`src/rtl/uart_rx_pkg.sv`:
```
// Shared definitions for the 8N1 UART receiver: frame geometry and the
// receiver state encoding (kept here so downstream benches can probe it).
package uart_rx_pkg;

  localparam int UART_DATA_BITS    = 8;
  localparam int UART_CLKS_PER_BIT = 217;  // 25 MHz / 115200

  typedef enum logic [2:0] {
    ST_IDLE  = 3'd0,
    ST_START = 3'd1,
    ST_DATA  = 3'd2,
    ST_STOP  = 3'd3,
    ST_BREAK = 3'd4
  } uart_state_e;

endpackage

```
`src/rtl/uart_rx_sync_2ff.sv`:
```
// Two-flop synchronizer for a single asynchronous input, with a selectable
// reset value so idle-high lines come out of reset inactive.
module sync_2ff #(
  parameter logic RST_VAL = 1'b1
) (
  input  logic clk,
  input  logic rst,
  input  logic d,
  output logic q
);

  logic meta_q, meta_d;
  logic sync_q, sync_d;

  always_comb begin
    meta_d = d;
    sync_d = meta_q;
  end

  always_ff @(posedge clk) begin
    if (rst) begin
      meta_q <= RST_VAL;
      sync_q <= RST_VAL;
    end else begin
      meta_q <= meta_d;
      sync_q <= sync_d;
    end
  end

  assign q = sync_q;

endmodule

```
`src/rtl/uart_rx.sv`:
```
// 8N1 UART receiver, LSB first, oversampled by the system clock. Presents the
// last good byte with a level-style ready flag for a downstream word packer.
module uart_rx
  import uart_rx_pkg::*;
#(
  parameter int CLKS_PER_BIT = UART_CLKS_PER_BIT,
  parameter int DATA_BITS    = UART_DATA_BITS
) (
  input  logic                 clk,
  input  logic                 rst,
  input  logic                 rx,
  output logic [DATA_BITS-1:0] uart_byte,
  output logic                 uart_byte_ready,
  output logic                 framing_err
);

  localparam int CNT_W = $clog2(CLKS_PER_BIT);
  localparam logic [CNT_W-1:0] CNT_LAST = CNT_W'(CLKS_PER_BIT - 1);
  localparam logic [CNT_W-1:0] CNT_HALF = CNT_W'(CLKS_PER_BIT / 2 - 1);
  localparam logic [3:0]       BIT_LAST = 4'(DATA_BITS - 1);

  logic rx_s;

  uart_state_e          state_q, state_d;
  logic [CNT_W-1:0]     cnt_q, cnt_d;
  logic [3:0]           bit_idx_q, bit_idx_d;
  logic [DATA_BITS-1:0] shift_q, shift_d;
  logic [DATA_BITS-1:0] byte_q, byte_d;
  logic                 ready_q, ready_d;
  logic                 err_q, err_d;

  sync_2ff #(
    .RST_VAL(1'b1)
  ) u_rx_sync (
    .clk(clk),
    .rst(rst),
    .d  (rx),
    .q  (rx_s)
  );

  always_comb begin
    state_d   = state_q;
    cnt_d     = cnt_q;
    bit_idx_d = bit_idx_q;
    shift_d   = shift_q;
    byte_d    = byte_q;
    ready_d   = ready_q;
    err_d     = err_q;

    case (state_q)
      ST_IDLE: begin
        // The start edge is also the consume point for the previous byte.
        if (!rx_s) begin
          state_d = ST_START;
          cnt_d   = '0;
          ready_d = 1'b0;
        end
      end

      ST_START: begin
        if (cnt_q == CNT_HALF) begin
          if (!rx_s) begin
            state_d   = ST_DATA;
            cnt_d     = '0;
            bit_idx_d = '0;
          end else begin
            state_d = ST_IDLE;
          end
        end else begin
          cnt_d = cnt_q + 1'b1;
        end
      end

      ST_DATA: begin
        if (cnt_q == CNT_LAST) begin
          shift_d   = {rx_s, shift_q[DATA_BITS-1:1]};
          cnt_d     = '0;
          bit_idx_d = bit_idx_q + 4'd1;
          if (bit_idx_q == BIT_LAST) begin
            state_d = ST_STOP;
          end
        end else begin
          cnt_d = cnt_q + 1'b1;
        end
      end

      ST_STOP: begin
        if (cnt_q == CNT_LAST) begin
          cnt_d = '0;
          if (rx_s) begin
            byte_d  = shift_q;
            ready_d = 1'b1;
            err_d   = 1'b0;
            state_d = ST_IDLE;
          end else begin
            err_d   = 1'b1;
            state_d = ST_BREAK;
          end
        end else begin
          cnt_d = cnt_q + 1'b1;
        end
      end

      // Wait out a held-low line so it is not read as a stream of start bits.
      ST_BREAK: begin
        if (rx_s) begin
          state_d = ST_IDLE;
        end
      end

      default: begin
        state_d = ST_IDLE;
      end
    endcase
  end

  always_ff @(posedge clk) begin
    if (rst) begin
      state_q   <= ST_IDLE;
      cnt_q     <= '0;
      bit_idx_q <= '0;
      shift_q   <= '0;
      byte_q    <= '0;
      ready_q   <= 1'b0;
      err_q     <= 1'b0;
    end else begin
      state_q   <= state_d;
      cnt_q     <= cnt_d;
      bit_idx_q <= bit_idx_d;
      shift_q   <= shift_d;
      byte_q    <= byte_d;
      ready_q   <= ready_d;
      err_q     <= err_d;
    end
  end

  assign uart_byte       = byte_q;
  assign uart_byte_ready = ready_q;
  assign framing_err     = err_q;

endmodule

```
`config.mk`:
```
export PLATFORM = sky130hd
export DESIGN_NAME = uart_rx
export DESIGN_NICKNAME = d
export VERILOG_FILES = /design/src/rtl/uart_rx_pkg.sv /design/src/rtl/uart_rx_sync_2ff.sv /design/src/rtl/uart_rx.sv
export SDC_FILE = /design/constraint.sdc
export NUM_CORES = 1
export LEC_CHECK = 0
export ABC_AREA = 1
export ABC_CLOCK_PERIOD_IN_PS = 1700
export CORE_MARGIN = 5
export CORE_UTILIZATION = 25
export CTS_CLUSTER_DIAMETER = 120
export CTS_CLUSTER_SIZE = 10
export DETAILED_ROUTE_END_ITERATION = 8
export DONT_BUFFER_PORTS = 1
export GPL_TIMING_DRIVEN = 0
export PLACE_DENSITY = 0.4
export SETUP_SLACK_MARGIN = 0.3
export SLEW_MARGIN = 20
export SYNTH_ARGS = -nofsm -noshare
export SYNTH_HDL_FRONTEND = slang
export SYNTH_SLANG_ARGS = --single-unit
```
`constraint.sdc`:
```
create_clock -name clk -period 1.7 [get_ports clk]
set_input_delay 0.34 -clock clk [delete_from_list [all_inputs] [get_ports clk]]
set_output_delay 0.34 -clock clk [all_outputs]
set_load 0.02 [all_outputs]
```
# [Yosys cells after proc, flatten, opt, wreduce, memory -nomap -nowiden]
# Cells that the tools add are included.
[totals] in_bits=3 reg_bits=35
[op_classes] muxes=22 add_sub_neg=2 eq_ne=15 n_reduce_logical=11
[op_table] op="8-bit two-way mux" count=3
[op_table] op="8-bit one-hot mux with 3 select lines" count=1
[op_table] op="3-bit two-way mux" count=7
[op_table] op="3-bit one-hot mux with 5 select lines" count=1
[op_table] op="4-bit two-way mux" count=3
[op_table] op="2-bit != test (second input constant)" count=6
[op_table] op="8-bit by 1-bit adder with 8-bit output (second input constant)" count=1
[op_table] op="8-bit by 7-bit equality test with 1-bit output (second input constant)" count=1
[op_table] op="8-bit equality test (second input constant)" count=1
[op_table] op="4-bit one-hot mux with 2 select lines" count=1
[op_table] op="4-bit AND reduction" count=2
[op_table] op="3-bit by 2-bit equality test with 1-bit output (second input constant)" count=2
[op_table] op="6-bit AND reduction" count=1
[op_table] op="4-bit by 1-bit adder with 4-bit output (second input constant)" count=1
[op_table] op="4-bit by 3-bit equality test with 1-bit output (second input constant)" count=1
[op_table] op="1-bit two-way mux" count=4
[op_table] op="2-bit by 1-bit != test with 1-bit output (second input constant)" count=2
[op_table] op="2-bit AND reduction" count=2
[op_table] op="2-bit nonzero test" count=2
[op_table] op="3-bit by 1-bit equality test with 1-bit output (second input constant)" count=1
[op_table] op="3-bit equality test (second input constant)" count=1
[op_table] op="3-bit zero test" count=1
[op_table] op="3-bit AND reduction" count=1
[op_table] op="3-bit nonzero test" count=1
[op_table] op="3 further kinds" count=3

# [Depth between registers and ports, before layout]
# Gate-level depths: netlist of the first run.
[depth] ltp_word=4 depth_mapped=11 ltp_nobuf=11

# [Cells and area by module]
# A second synthesis of the first run with hierarchy kept.
[unflattened] cells_unflattened=250 hier_area_um2=1788.0
[by_module_without_submodules] mod="uart_rx" area_each_um2=1729.2 cells_each=243 seq_area_each_um2=660.6 n_inst=1
[by_module_without_submodules] mod="sync_2ff" area_each_um2=58.8 cells_each=7 seq_area_each_um2=40.0 n_inst=1

# [Least setup slack after synthesis of the first run]
# OpenSTA, ideal clock, no wires.
[synth_timing] path_type="register to register" start="register cnt_q[0]" end="register cnt_q[5]" period_less_slack_ps=1421 setup_time_ps=129 stages_incl_launch_ff=11 setup_slack_ps=279 t_arrival_ps=1293 path_buffers=0 cell_sequence="dfxtp_1 -> ha_1 -> nand2_1 -> nor2_2 -> nand2_2 -> nand2_2 -> nand2_2 -> inv_2 -> nor2_1 -> nor2_1 -> nor3_2"
[synth_between] elab_chain_cells=3 elab_cells_between_ends=6 cone_classes="add/sub: 1; eq/ne: 2; mux: 3"
[synth_lines] item="start, declared" line_no="uart_rx.sv:25" text="logic [CNT_W-1:0] cnt_q, cnt_d;"
[synth_lines] item="start signal, assigned" line_no="uart_rx.sv:128" text="cnt_q <= cnt_d;"
[synth_lines] item="8-bit by 1-bit adder with 8-bit output, or another cell as far along" line_no="uart_rx.sv:70, uart_rx.sv:83, uart_rx.sv:100"
[synth_lines] item="8-bit two-way mux, on equally long branches" line_no="uart_rx.sv:75, uart_rx.sv:88, uart_rx.sv:61"
[synth_lines] item="8-bit one-hot mux with 3 select lines *" line_no="uart_rx.sv:50" text="case (state_q)"
# Mark *: on every way between the ends. The rest lies on a longest branch, timed or not.
# A chain may end at the register's enable or synchronous reset.

# [Worst setup path after layout of the first run]
[layout_timing] start="register cnt_q[1]" end="register cnt_q[5]"
# The elaborated chain is that of the path after synthesis.

==> flow_summary.toml, run 1 <==
[run_status]
status = "finished clean"

[worst_setup_path]
r2r_end = "cnt_q[5]$_SDFFE_PP0P_"
crit_type = "reg2reg"
crit_path_start = "cnt_q[1]$_SDFFE_PP0P_"
crit_path_cell_trace = "inv_4, ha_4, nand2_4, nor2_4, nand2_4, nand2_2, nand2_4, inv_2, nor2_1, nor2_1, nor3_2"
critPathSlowestCell = "dfxtp_4"
r2r-start = "cnt_q[1]$_SDFFE_PP0P_"
critPathCapture = "cnt_q[5]$_SDFFE_PP0P_"
path_buf_inv = 2
rrSetupSlack_ps = 230
max_stage_delay_ps = 370
startpoint_type = "flip-flop"
worst-path-stages = 11
crit_family = "simple AND/OR/NAND/NOR gates"
arrival_ps = 1630
rr_worst_depth = 11
critical_path.max_fanout = 8
worstPathRequired_ps = 1860
crit_path_frequent_cell = "nand2_4"
end_kind = "flip-flop"

[grt]
antenna_found_initial = 0
groute.usage.overall = 0.106
grt_pass1_vias = 1447
overflow = 0
grt_pass1_wl_microns = 7310
grt_max_degree = 11

[timing]
final-setup-viol-count = 0
layout_min_cycle_time_ps = 1470
tns_ps = 0
grt_setup_unrepaired = "true"
finalMaxSlewViolations = 0
relSlewSlack = 0.678
tightest_slew_ps = 483
skew_ps = 7.23
hold_viol = 0
finalCritPeriodShare = 0.866
max_freq_mhz = 680

[detailed_routing]
drc_errors = 0
vias = 1546
totalWireLength_microns = 4390
wl_per_cell_microns = 12.2
dr.pass1.iters = 5
vias_per_cell = 4.29
drt-initial-drc-count = 75
ant_nets = 0

[power_and_ir_drop]
power.share.clock = 0.294
p_leak_nw = 0.921
combPwrFrac = 0.314
internal_power_mw = 1.51
power-per-cell-area_nw_per_um2 = 1020
pwr-share-seq = 0.392
total_power_mw = 2.30
peakVddDrop_uv = 328
netSwitchingFraction = 0.343
power.switching_uw = 789

[cells_and_area]
area_growth_pct = 29.2
drive_gt1_frac = 0.299
fillerInstances = 727
multi_input_area_sq_um = 1050
diodes = 0
num-nets-final = 269
seq_area_sq_um = 714

[synthesis]
synth_top_area_frac = 0.402
ys.flop_type = "dfxtp_1"
yosys.cell_types.count = 27
synth_nets = 250
synthTopCellsByArea = "dfxtp_1 40%, nor2_1 9.7%, nand2_1 8.2%, o21ai_0 6.3%, a21oi_1 4.9%"
yosys_warnings = 0
synth-seq-area-share = 0.402
synth_edf_count = 0
ys_async_sr_fraction = 0
ys_seq_elements = 35
synth_most_common_cell = "nor2_1"
synth.largest_area_cell = "dfxtp_1"
synth_common_cells = "45 x nor2_1, 38 x nand2_1, 35 x dfxtp_1, 22 x inv_1, 22 x o21ai_0"
syn_avg_cell_area_sq_um = 7.14
synth_area_sq_um = 1740
syn_inst = 244

[clock_tree]
cts_hold_buf = 0
cts_sinks = 35
root_buffer = "clkbuf_8"
clockBufferDepth = 2
clock_latency_ps = 290
htree_levels = 2
clk_pin_slew_ps = 70
cts_tree = "done"
cts_inserted_buffers = 5

[place]
place.gp.congestion = 0.802
io_buffers = 0
hpwlAfterDp_microns = 2990

[die]
die_height_microns = 93.5
start_util = 0.257
row_count = 30
dieArea_sq_um = 8740
design.core.area_sq_um = 6790
num_io_pins = 13
die_w_microns = 93.5

[worst_hold_path]
hp-class = "in2reg"

[flow_run]
cap_violations = 0
## power by group through the flow
stage	clock [mW]	sequential [mW]	combinational (mW)
after floorplan	0	0.895	0.414
after global placement	0	0.905	0.516
after detailed placement	0	0.903	0.507
after CTS	0.703	0.890	0.637
after global routing	0.743	0.909	0.812
final	0.676	0.901	0.722
## through the flow
stage | instances | hold slack, ps | cell area [sq um] | utilization | setup WS, ps
after floorplan | 244 | 389 | 1750 | - | 298
after global placement | 340 | 406 | 1870 | 0.275 | 51.9
after detailed placement | 340 | 396 | 1870 | 0.275 | 78.3
after CTS | 353 | 154 | 2100 | 0.309 | 215
after global routing | 360 | 151 | 2250 | 0.331 | 116
final | 360 | 162 | 2250 | 0.331 | 229
## cell type report
class / count / share of cell area
Sequential cell: 35 / 0.317
Timing Repair Buffer: 12 / 0.0472
Multi-Input combinational cell: 175 / 0.466
Inverter: 29 / 0.0567
Clock buffer: 8 / 0.0444
Tap cell: 96 / 0.0533
Buffer: 5 / 0.0150
## state kept, by name, indices dropped and copies added, names as in the netlist
register / flops
u_rx_sync.q: 1
state_q: 3
framing_err: 1
shift_q: 8
uart_byte_ready: 1
uart_byte: 8
u_rx_sync.meta_q: 1
bit_idx_q: 4
cnt_q: 8
## timing repair
| item | in CTS | in global routing |
|---|---|---|
| endpoints found under the setup margin | 28 | 31 |
| buffers inserted | 5 | 7 |
| pin swaps | 7 | 14 |
| gates resized for setup | 37 | 23 |
## metal layers
metal / global-route usage / vias to the layer above / part of all wire
met4: 0.0256 / 0 / 0.0096
met5: 0 / - / 0
met2: 0.154 / 11 / 0.44
met3: 0.0314 / 5 / 0.038
met1: 0.153 / 708 / 0.52
li1: - / 822 / -
## cell usage in the layout, fill, tap and decap left out, types with 2 or more instances in the layout
cell type	n
a21oi_1	16
buf_4	10
buf_6	3
clkbuf_1	4
clkbuf_8	7
dfxtp_1	30
dfxtp_2	2
dfxtp_4	3
ha_4	2
inv_1	17
inv_2	7
inv_4	3
nand2_1	31
nand2_2	6
nand2_4	10
nand3_1	9
nand3_4	2
nand4_1	2
nor2_1	44
nor2_2	2
nor2_4	10
nor3_2	4
o21ai_0	11
o21ai_1	13
or2_2	2
xor2_1	2
## logic make-up after synthesis
family / share of synthesized area
buf+inv: 0.0840
flops: 0.402
xor+xnor: 0.0101
simple gates: 0.351
compound gates: 0.131
fa+ha+maj: 0.0215
## worst min-delay path by stage
stage | start | endpoint | slack [ps] | cells after the start
3_5_place_dp | u_rx_sync.meta_q$_SDFF_PP1_ | u_rx_sync.q$_SDFF_PP1_ | 400 | 1
5_1_grt | rx | u_rx_sync.meta_q$_SDFF_PP1_ | 150 | 1
3_3_place_gp | u_rx_sync.meta_q$_SDFF_PP1_ | u_rx_sync.q$_SDFF_PP1_ | 410 | 1
6_report | rx | u_rx_sync.meta_q$_SDFF_PP1_ | 160 | 1
4_1_cts | rx | u_rx_sync.meta_q$_SDFF_PP1_ | 150 | 1
2_1_floorplan | u_rx_sync.meta_q$_SDFF_PP1_ | u_rx_sync.q$_SDFF_PP1_ | 390 | 1
(Power assumes the default switching activity.)
==> run 2, diff against run 1 <==
--- a/config.mk
+++ b/config.mk
@@ -8,15 +8,14 @@
 export ABC_AREA = 1
 export ABC_CLOCK_PERIOD_IN_PS = 1700
 export CORE_MARGIN = 5
-export CORE_UTILIZATION = 25
+export CORE_UTILIZATION = 40
 export CTS_CLUSTER_DIAMETER = 120
 export CTS_CLUSTER_SIZE = 10
 export DETAILED_ROUTE_END_ITERATION = 8
-export DONT_BUFFER_PORTS = 1
 export GPL_TIMING_DRIVEN = 0
-export PLACE_DENSITY = 0.4
+export PLACE_DENSITY = 0.6
 export SETUP_SLACK_MARGIN = 0.3
-export SLEW_MARGIN = 20
+export SLEW_MARGIN = 15
 export SYNTH_ARGS = -nofsm -noshare
 export SYNTH_HDL_FRONTEND = slang
 export SYNTH_SLANG_ARGS = --single-unit
==> run 2 against run 1 <==
Sequential share of layout area decreased by 2.5 points. Combinational power increased by 13%. Count of clock-buffer cells in the layout decreased by 3. Register-to-register slack got worse by 20 ps. Routed wire length decreased by 0.82%. Core utilization increased by 24 points. Critical path depth decreased by 1. Clock power decreased by 8.1%. Largest cell class unchanged. Largest power group unchanged.
==> flow_summary.toml, run 2 (synthesis results as in run 1) <==
[run_status]
status = "finished clean"

[place]
io_buffers = 11
place.gp.congestion = 0.797
dp.cells = 307
hpwlAfterDp_microns = 2710

[die]
start_util = 0.406
num_io_pins = 13
die_height_microns = 76.0
design.core.area_sq_um = 4290
die_w_microns = 76.0
dieArea_sq_um = 5780
row_count = 24

[worst_hold_path]
hp-class = "reg2reg"

[detailed_routing]
ant_nets = 0
dr.pass1.iters = 4
vias = 1672
totalWireLength_microns = 4360
drc_errors = 0
drt-initial-drc-count = 88
wl_per_cell_microns = 13.0
vias_per_cell = 5.01

[cells_and_area]
final_cells = 334
diodes = 0
seq_area_sq_um = 714
area_growth_pct = 40.3
multi_input_area_sq_um = 1150
num-nets-final = 287
final_core_util = 0.569
fillerInstances = 405
mostFrequentLayoutCells = "38 x nor2_1, 30 x nand2_1, 28 x dfxtp_1, 17 x inv_1, 13 x a21oi_1"
drive_gt1_frac = 0.387
final_common_cell = "nor2_1"

[flow_run]
cap_violations = 0

[worst_setup_path]
arrival_ps = 1640
crit_type = "reg2reg"
startpoint_type = "flip-flop"
worstPathRequired_ps = 1850
end_kind = "flip-flop"
critical_path.max_fanout = 4

[clock_tree]
clockBufferDepth = 2
cts_inserted_buffers = 5
root_buffer = "clkbuf_8"
htree_levels = 2
cts_tree = "done"
clk_pin_slew_ps = 80
cts_sinks = 35
cts_hold_buf = 0
clock_latency_ps = 290

[grt]
overflow = 0
groute.usage.overall = 0.147
antenna_found_initial = 0
grt_pass1_vias = 1646
grt_pass1_wl_microns = 7130
grt_max_degree = 14

[timing]
finalMaxSlewViolations = 0
tns_ps = 0
tightest_slew_ps = 613
layout_min_cycle_time_ps = 1490
grt_setup_unrepaired = "true"
skew_ps = 8.40
relSlewSlack = 0.591
hold_viol = 0
max_freq_mhz = 670
final-setup-viol-count = 0
finalCritPeriodShare = 0.878

[power_and_ir_drop]
peakVddDrop_uv = 607
total_power_mw = 2.34
power-per-cell-area_nw_per_um2 = 957
p_leak_nw = 1.07
==> run 2: cell type report <==
| type | instances | area share |
|---|---|---|
| flip-flops and latches | 35 | 0.292 |
| multi-input cells | 176 | 0.471 |
| well taps | 52 | 0.0266 |
| repair buffers | 29 | 0.104 |
| clock buffers | 5 | 0.0281 |
| inverters | 29 | 0.0537 |
| clock inverters | 3 | 0.00972 |
| plain buffers | 5 | 0.0138 |
==> run 2: final timing paths <==
check,from,endpoint,slack (ps),depth (start not counted)
setup / recovery,cnt_q[1]$_SDFFE_PP0P_,bit_idx_q[1]$_SDFFE_PP0P_,210,10
hold / removal,u_rx_sync.meta_q$_SDFF_PP1_,u_rx_sync.q$_SDFF_PP1_,420,1
setup reg to reg,cnt_q[1]$_SDFFE_PP0P_,bit_idx_q[1]$_SDFFE_PP0P_,210,10
hold reg to reg,u_rx_sync.meta_q$_SDFF_PP1_,u_rx_sync.q$_SDFF_PP1_,420,1
==> run 2: critical path, stage by stage (launching register included) <==
cell and delay, ps:
dfxtp_4 390, ha_4 160, nand2_4 50, nor2_4 150
nand2_4 90, nand2_4 110, nand2_4 80, nor2_4 130
inv_2 60, nand2_1 70, a21oi_2 50
==> run 2: stage by stage <==
stage               instance area, sq um  hold slack, ps  setup slack, ps
global placement                    1920             394             57.5
finish                              2440             418              208
floorplan                           1750             389              298
CTS                                 2150             425              207
detailed placement                  1920             403             86.6
global route                        2440             442              122
==> run 2: repair_timing <==
item / in CTS / in global routing
buffers inserted: 8 / 9
resized for setup: 44 / 62
pin swaps: 9 / 29
hold endpoints to repair: 0 / 0
cloned: 1 / 1
endpoints found under the setup margin: 37 / 33
==> run 2: routing by layer <==
metal  GRT usage  up-vias  share of wire
met1       0.163      783           0.43
met4      0.0641        0          0.027
met3      0.0284       12          0.022
met2       0.267       24           0.52
met5           0        -              0
li1            -      853              -
==> run 2: where the power goes <==
| part | switching (mW) | total (mW) | internal (mW) |
|---|---|---|---|
| sequential | 0.0444 | 0.902 | 0.858 |
| clock | 0.328 | 0.621 | 0.293 |
| combinational | 0.484 | 0.818 | 0.334 |
